**src/rtl/spi_burst_ram_pkg.sv**
```systemverilog
// spi_ram_pkg: command codes and tx slot state encoding for the SPI burst RAM.
package spi_ram_pkg;
    localparam logic [1:0] CMD_SET_WR = 2'b00;
    localparam logic [1:0] CMD_WRITE  = 2'b01;
    localparam logic [1:0] CMD_SET_RD = 2'b10;
    localparam logic [1:0] CMD_READ   = 2'b11;
    typedef enum logic {TX_IDLE, TX_PEND} tx_state_e;
endpackage

```
**src/rtl/spi_burst_ram_if.sv**
```systemverilog
// spi_burst_ram_if: command stream in, read data handshake and error pulses out.
interface spi_burst_ram_if #(parameter int DATA_W = 8);
    logic [DATA_W+1:0] rx_data;
    logic              rx_valid;
    logic [DATA_W-1:0] tx_data;
    logic              tx_valid;
    logic              tx_ready;
    logic              addr_err;
    logic              ovr_err;
    modport slave (input rx_data, rx_valid, tx_ready, output tx_data, tx_valid, addr_err, ovr_err);
    modport master(output rx_data, rx_valid, tx_ready, input tx_data, tx_valid, addr_err, ovr_err);
endinterface

```
**src/rtl/spi_burst_ram_mem.sv**
```systemverilog
// spi_ram_mem: single write port, registered read port, no reset on the array.
module spi_ram_mem #(
    parameter int DATA_W    = 8,
    parameter int ADDR_W    = 8,
    parameter int MEM_DEPTH = 256
) (
    input  logic              clk,
    input  logic              wr_en,
    input  logic [ADDR_W-1:0] wr_addr,
    input  logic [DATA_W-1:0] wr_data,
    input  logic              rd_en,
    input  logic [ADDR_W-1:0] rd_addr,
    output logic [DATA_W-1:0] rd_data
);
    logic [DATA_W-1:0] mem [MEM_DEPTH];
    always_ff @(posedge clk) begin
        if (wr_en) mem[wr_addr] <= wr_data;
        if (rd_en) rd_data <= mem[rd_addr];
    end
endmodule

```
**src/rtl/spi_burst_ram.sv**
```systemverilog
// spi_burst_ram: decodes SPI command words into RAM writes/reads with burst pointers,
// a one-deep tx slot with back-pressure, and address/overrun error pulses.
module spi_burst_ram
    import spi_ram_pkg::*;
#(
    parameter int DATA_W    = 8,
    parameter int ADDR_W    = 8,
    parameter int MEM_DEPTH = 256,
    parameter int AUTO_INC  = 1
) (
    input logic            clk,
    input logic            rst,
    spi_burst_ram_if.slave bus
);
    tx_state_e         state;
    logic [ADDR_W-1:0] wr_ptr, rd_ptr;
    logic [DATA_W-1:0] rd_data;
    logic              addr_err, ovr_err;
    logic [1:0]        cmd;
    logic [ADDR_W-1:0] p;
    logic              bad, slot_free, wr_go, rd_go, set_wr, set_rd, rd_cmd;

    function automatic logic [ADDR_W-1:0] nxt(input logic [ADDR_W-1:0] a);
        return (32'(a) == MEM_DEPTH - 1) ? '0 : a + 1'b1;
    endfunction

    assign cmd       = bus.rx_data[DATA_W+1:DATA_W];
    assign p         = bus.rx_data[ADDR_W-1:0];
    assign bad       = 32'(p) >= MEM_DEPTH;
    assign slot_free = (state == TX_IDLE) || bus.tx_ready;
    assign set_wr    = bus.rx_valid && cmd == CMD_SET_WR;
    assign set_rd    = bus.rx_valid && cmd == CMD_SET_RD;
    assign wr_go     = bus.rx_valid && cmd == CMD_WRITE;
    assign rd_cmd    = bus.rx_valid && cmd == CMD_READ;
    assign rd_go     = rd_cmd && slot_free;

    spi_ram_mem #(.DATA_W(DATA_W), .ADDR_W(ADDR_W), .MEM_DEPTH(MEM_DEPTH)) u_mem (
        .clk    (clk),
        .wr_en  (wr_go),
        .wr_addr(wr_ptr),
        .wr_data(bus.rx_data[DATA_W-1:0]),
        .rd_en  (rd_go),
        .rd_addr(rd_ptr),
        .rd_data(rd_data)
    );

    always_ff @(posedge clk or posedge rst) begin
        if (rst) begin
            state    <= TX_IDLE;
            wr_ptr   <= '0;
            rd_ptr   <= '0;
            addr_err <= 1'b0;
            ovr_err  <= 1'b0;
        end else begin
            addr_err <= (set_wr || set_rd) && bad;
            ovr_err  <= rd_cmd && !slot_free;
            if (set_wr && !bad) wr_ptr <= p;
            else if (wr_go && AUTO_INC != 0) wr_ptr <= nxt(wr_ptr);
            if (set_rd && !bad) rd_ptr <= p;
            else if (rd_go && AUTO_INC != 0) rd_ptr <= nxt(rd_ptr);
            state <= rd_go ? TX_PEND : (bus.tx_ready ? TX_IDLE : state);
        end
    end

    // The read register holds its value while pending; masking gives the reset-time zero.
    assign bus.tx_valid = state == TX_PEND;
    assign bus.tx_data  = bus.tx_valid ? rd_data : '0;
    assign bus.addr_err = addr_err;
    assign bus.ovr_err  = ovr_err;
endmodule
```
**src/flat_wrapper.sv**
```systemverilog
// flat-port wrapper written by rule: the top's interface ports become plain ports
module spi_burst_ram_flat import spi_ram_pkg::*;
#(
    parameter int DATA_W    = 8,
    parameter int ADDR_W    = 8,
    parameter int MEM_DEPTH = 256,
    parameter int AUTO_INC  = 1
)
  (clk, rst, bus_rx_data, bus_rx_valid, bus_tx_ready, bus_tx_data, bus_tx_valid, bus_addr_err, bus_ovr_err);
  spi_burst_ram_if #(.DATA_W(DATA_W)) bus_i ();
  input logic clk;
  input logic rst;
  input wire logic [$bits(bus_i.rx_data)-1:0] bus_rx_data;
  input wire logic [$bits(bus_i.rx_valid)-1:0] bus_rx_valid;
  input wire logic [$bits(bus_i.tx_ready)-1:0] bus_tx_ready;
  output wire logic [$bits(bus_i.tx_data)-1:0] bus_tx_data;
  output wire logic [$bits(bus_i.tx_valid)-1:0] bus_tx_valid;
  output wire logic [$bits(bus_i.addr_err)-1:0] bus_addr_err;
  output wire logic [$bits(bus_i.ovr_err)-1:0] bus_ovr_err;
  assign bus_i.rx_data = bus_rx_data;
  assign bus_i.rx_valid = bus_rx_valid;
  assign bus_i.tx_ready = bus_tx_ready;
  assign bus_tx_data = bus_i.tx_data;
  assign bus_tx_valid = bus_i.tx_valid;
  assign bus_addr_err = bus_i.addr_err;
  assign bus_ovr_err = bus_i.ovr_err;
  spi_burst_ram #(.DATA_W(DATA_W), .ADDR_W(ADDR_W), .MEM_DEPTH(MEM_DEPTH), .AUTO_INC(AUTO_INC)) u_core (.clk(clk), .rst(rst), .bus(bus_i));
endmodule
```
**config.mk**
```make
export PLATFORM = sky130hd
export DESIGN_NAME = spi_burst_ram_flat
export DESIGN_NICKNAME = d
export VERILOG_FILES = /design/src/rtl/spi_burst_ram_pkg.sv /design/src/rtl/spi_burst_ram_if.sv /design/src/rtl/spi_burst_ram_mem.sv /design/src/rtl/spi_burst_ram.sv /design/src/flat_wrapper.sv
export SDC_FILE = /design/constraint.sdc
export NUM_CORES = 2
export LEC_CHECK = 0
export CAP_MARGIN = 20
export CORE_MARGIN = 2
export CORE_UTILIZATION = 63
export DETAILED_ROUTE_END_ITERATION = 16
export PLACE_DENSITY = 0.75
export SLEW_MARGIN = 10
export SYNTH_ARGS = -nofsm -noshare
export SYNTH_HDL_FRONTEND = slang
export SYNTH_HIERARCHICAL = 1
export SYNTH_SLANG_ARGS = --single-unit
```
**constraint.sdc**
```tcl
create_clock -name clk -period 3.4 [get_ports clk]
set_clock_uncertainty 0.05 [all_clocks]
set_input_delay 1.02 -clock clk [delete_from_list [all_inputs] [get_ports clk]]
set_output_delay 1.02 -clock clk [all_outputs]
set_load 0.01 [all_outputs]
```
# Word-level counts from Yosys, hierarchy flattened
# Memory sizes are Yosys's and may differ from the RTL's. A register that Yosys moved wholly into a read port is not among the register bits.
# Cells that the tools add are included.
# totals
memories,1
regBits,18
ramBits,2048
wordCells,36
# mem_list
memory,words,width,read_ports,rd_clocked_by_memory_dff,wr,line,source
u_core.u_mem.mem,256,8,1,1,1,spi_burst_ram_mem.sv:15,logic [DATA_W-1:0] mem [MEM_DEPTH];
# classes
n_bitwise,1
n_eq_ne,5
n_reduce_logical,12
muxes,11
n_addsub,2
# ops
operator,count
$mux W8,7
$add A8 B1 Y8 const B,2
$eq A8 B8 Y1 const B,2
$logic_and A1 B1 Y1,6
$reduce_bool A2 Y1,3
$eq A2 B2 Y1 const B,2
$mux W1,4
$eq A2 B1 Y1 const B,1
$logic_not A2 Y1,1
$logic_not A1 Y1,1
$logic_or A1 B1 Y1,1
$not A1 Y1,1

# Depth between registers and ports, before layout
# logic_depth
ltp_word,5
depth_mapped,11
ltp_nobuf,6

# Cells and area by module
# The synthesis kept the hierarchy.
# modules_own_cells
module,cells_each,seq_area_each_um2,n_inst,area_each_um2
spi_ram_mem,3733,61739.2,1,79636.4
spi_burst_ram,131,450.4,1,1133.6

# Worst setup path before layout
# No wires, ideal clock.
# synth_path
path_kind,input to register
startpoint,input port bus_rx_data[8]
endpoint,memory u_core.u_mem.mem[234][0] (enable)
setup_slack_ns,0.207
cell_stages,7
setup_time_ns,0.370
path_buffers,4
arrival_ns,2.773
required_time_ns,2.980
path_cell_list,clkbuf_1 and2_1 clkbuf_1 buf_1 nand3_1 clkbuf_1 nor2_1
# synth_between
elab_chain_cells,4
# synth_lines
item,line,source
from (decl),flat_wrapper.sv:13,input wire logic [$bits(bus_i.rx_data)-1:0] bus_rx_data;
$eq A2 B1 Y1,spi_burst_ram.sv:33,assign wr_go = bus.rx_valid && cmd == CMD_WRITE;
$logic_and A1 B1 Y1,spi_burst_ram.sv:33,
via u_core.wr_go,spi_burst_ram.sv:21,"logic bad, slot_free, wr_go, rd_go, set_wr, set_rd, rd_cmd;"
$mux W1,spi_burst_ram_mem.sv:17,if (wr_en) mem[wr_addr] <= wr_data;
$mux W1 (implied by the code),spi_burst_ram_mem.sv:17,
to (decl),spi_burst_ram_mem.sv:15,
# The timed path passes the listed nets, and every way through them passes these cells.

==> results.json <==
{
  "syn_to_final_growth_pct": 15.0,
  "synth_nets": 3880,
  "ff2ff_path_depth": 9,
  "holdWs_ns": 0.576,
  "routed.top_layer": "met5",
  "die_h_microns": 362,
  "fp.dieArea_sq_um": 131000,
  "synthTopCellsByCount": "edfxtp_1, mux4_2, nor2_1",
  "relSlewSlack_pct": 33.8,
  "place_ws_ns": -0.198,
  "r2r_slack_ns": 0.06,
  "status": "complete, no violations",
  "cts_hold_buf": 0,
  "row_count": 131,
  "fin_crit_ns": 3.34,
  "fin_nets": 4412,
  "worstMarginPinSlew_ns": 0.991,
  "seq_area_frac_synth_pct": 77.0,
  "cpMaxStageDelayCell": "dfrtp_4",
  "grt_max_degree": 104,
  "cts_root_buf": "clkbuf_16",
  "place_congestion": 0.893,
  "htree_num_levels": 4,
  "synth_cell_types": 70,
  "synth_warnings": 6,
  "slew_viol_final": 0,
  "start_util_pct": 63.4,
  "cp_cell_sequence": "clkinv_1, buf_4, buf_4, nand2_1, o22ai_1, nor3_1, nor4_2, buf_4, nor4_2",
  "ioPinCount": 25,
  "avgSynthCellArea_sq_um": 20.9,
  "finalCritPeriodShare_pct": 98.2,
  "remaining_drc_errors": 0,
  "wl_met1_mm": 73.7,
  "layout-drive-gt1-share_pct": 29.1,
  "clk_pin_slew_worst_paths_ns": 0.06,
  "cp.required_ns": 3.92,
  "worst_setup_path_start_kind": "register",
  "async_flop_share_pct": 0.868,
  "yosys.area.top_type_share_pct": 76.4,
  "startpoint": "u_core/rd_ptr[2]",
  "clk_path_buf_depth": 3,
  "setup_slack_ns": 0.0613,
  "met2_length_mm": 96.5,
  "crit_top_cell": "buf_4",
  "drt_iter0_markers": 6234,
  "ys_dominant_reg_cell": "edfxtp_1",
  "cellPowerDensity_nw_per_um2": 627,
  "synth_edf_count": 2056,
  "power_mw": 58.2,
  "vdd_drop_max_uv": 584,
  "cts_sinks": 2074,
  "wl_met3_mm": 23.8,
  "yosysTopAreaCell": "edfxtp_1",
  "cts_tree": "built",
  "antenna_found_initial": 9,
  "worstSetupPathType": "register to register",
  "cap_viol_max_count": 0,
  "drt_wl_total_mm": 202,
  "vias": 42700,
  "clk_latency_ns": 0.82,
  "crit_path_end": "u_core/u_mem/rd_data[2]",
  "ys_top_cells_by_area": "edfxtp_1, mux4_2, mux2i_1",
  "wire_per_inst_microns": 32.4,
  "grt_pass1_vias": 42800,
  "cp-end-kind": "register",
  "slowest_delay_ns": 0.66,
  "max_clock_freq_mhz": 300,
  "die_w_microns": 362,
  "reg2reg_from": "u_core/rd_ptr[2]",
  "firstDrtPassIters": 6,
  "cp_max_fo": 15,
  "port_buffers": 23,
  "synthesis.area_sq_um": 80800,
  "grt.total_usage_pct": 31.2,
  "rr_endpoint": "u_core/u_mem/rd_data[2]",
  "min_path_type": "input pin to async pin",
  "overflow": 0,
  "core_area_sq_um": 127000,
  "ys_seq_elements": 2074,
  "numCtsBuffers": 193,
  "hold_viol_final": 0,
  "n_fill_cell": 6903,
  "drtAntennaViolNets": 0,
  "grt_pass1_wl_mm": 293,
  "routed_via_density": 6.86,
  "dp_hpwl_mm": 124,
  "p_leak_nw": 29.9,
  "yosys.cell_count.top_type": "edfxtp_1",
  "arrival_ns": 3.86,
  "synthCells": 3864,
  "setup_violations": 0
}
[cell families after synthesis]
logic type / synth area share, %
AO/OA/AOI/OAI: 3.67
other: 0.00464
flip-flops: 77.0
XOR/XNOR: 0.0108
multiplexers: 14.4
AND/OR/NAND/NOR: 3.00
adder cells (fa/ha/maj): 0.0310
buffers and inverters: 1.86
[flip-flops by register name, indices dropped and copies added (netlist names)]
signal / cells
u_core/u_mem/mem: 2048
u_core/rd_ptr: 8
u_core/u_mem/rd_data: 8
u_core/wr_ptr: 8
u_core/bus.ovr_err: 1
u_core/bus.tx_valid: 1
[area by class of cell]
| type | instances | area [sq um] | area share, % |
|---|---|---|---|
| inverters | 8 | 30.0 | 0.0323 |
| repair buffers | 574 | 5290 | 5.69 |
| flip-flops and latches | 2074 | 62200 | 66.9 |
| diodes | 2 | 5.00 | 0.00539 |
| well taps | 1662 | 2080 | 2.24 |
| clock buffers | 256 | 5190 | 5.59 |
| multi-input cells | 1545 | 17200 | 18.5 |
| clock inverters | 99 | 902 | 0.971 |
[worst min path at each step]
stage,from,end
finish,rst,u_core/bus.tx_valid
global route,bus_rx_data[0],u_core/u_mem/mem[87][0]
CTS,rst,u_core/rd_ptr[4]
detailed placement,u_core/wr_ptr[7],u_core/wr_ptr[7]
global placement,u_core/wr_ptr[4],u_core/wr_ptr[4]
floorplan,u_core/wr_ptr[1],u_core/wr_ptr[1]
[where the power goes]
group	internal (mW)	switching, mW
registers	28.2	0.227
logic	3.73	5.16
clock network	11.7	9.20
[layer usage]
metal	up-vias	track usage [%]
li1	17200	-
met1	22100	44.3
met2	2866	48.2
met3	446	7.54
met4	12	11.5
met5	-	0
[what timing repair did]
item,in CTS,in global routing
pin swaps,0,0
resized for setup,11,14
cloned,0,1
setup endpoints to repair,9,8
setup buffers,0,4
[critical path: cells and delay by family, from the launching register on]
kind | cells | cell delay, ns
flip-flops | 1 | 0.66
AO/OA/AOI/OAI | 1 | 0.45
buffers and inverters | 4 | 0.98
AND/OR/NAND/NOR | 4 | 0.92
[through the flow]
stage                     instance area [sq um]  std cells  utilization [%]  setup TNS [ns]
final                                     92900       6220             73.0               0
after global routing                      92900       6218             73.0        -0.00349
after CTS                                 92800       6213             72.9               0
after detailed placement                  86600       5858             68.0           -2.74
after global placement                    86600       5858             68.0           -3.39
after floorplan                           80800       3864                -               0
[cell usage in the layout, fill, tap and decap left out, types with 11 or more instances in the layout]
cell and instances:
mux2i_1 137, clkinv_2 29, bufinv_16 13, o22ai_1 29, a22oi_1 135, buf_4 482
clkbuf_1 56, o211ai_1 11, nand3_1 44, clkinv_1 40, nor3_1 21, nand2_1 46
buf_12 65, nor2b_1 31, nor2_1 286, nand4_1 13, a211oi_1 16, clkbuf_16 199
dfrtp_1 12, clkdlybuf4s50_1 15, edfxtp_1 2056, mux4_2 454, o21ai_0 19, nand2b_1 11
a21oi_1 102, nor4_1 18, o221ai_1 47
Power figures use the tool's default switching activity.
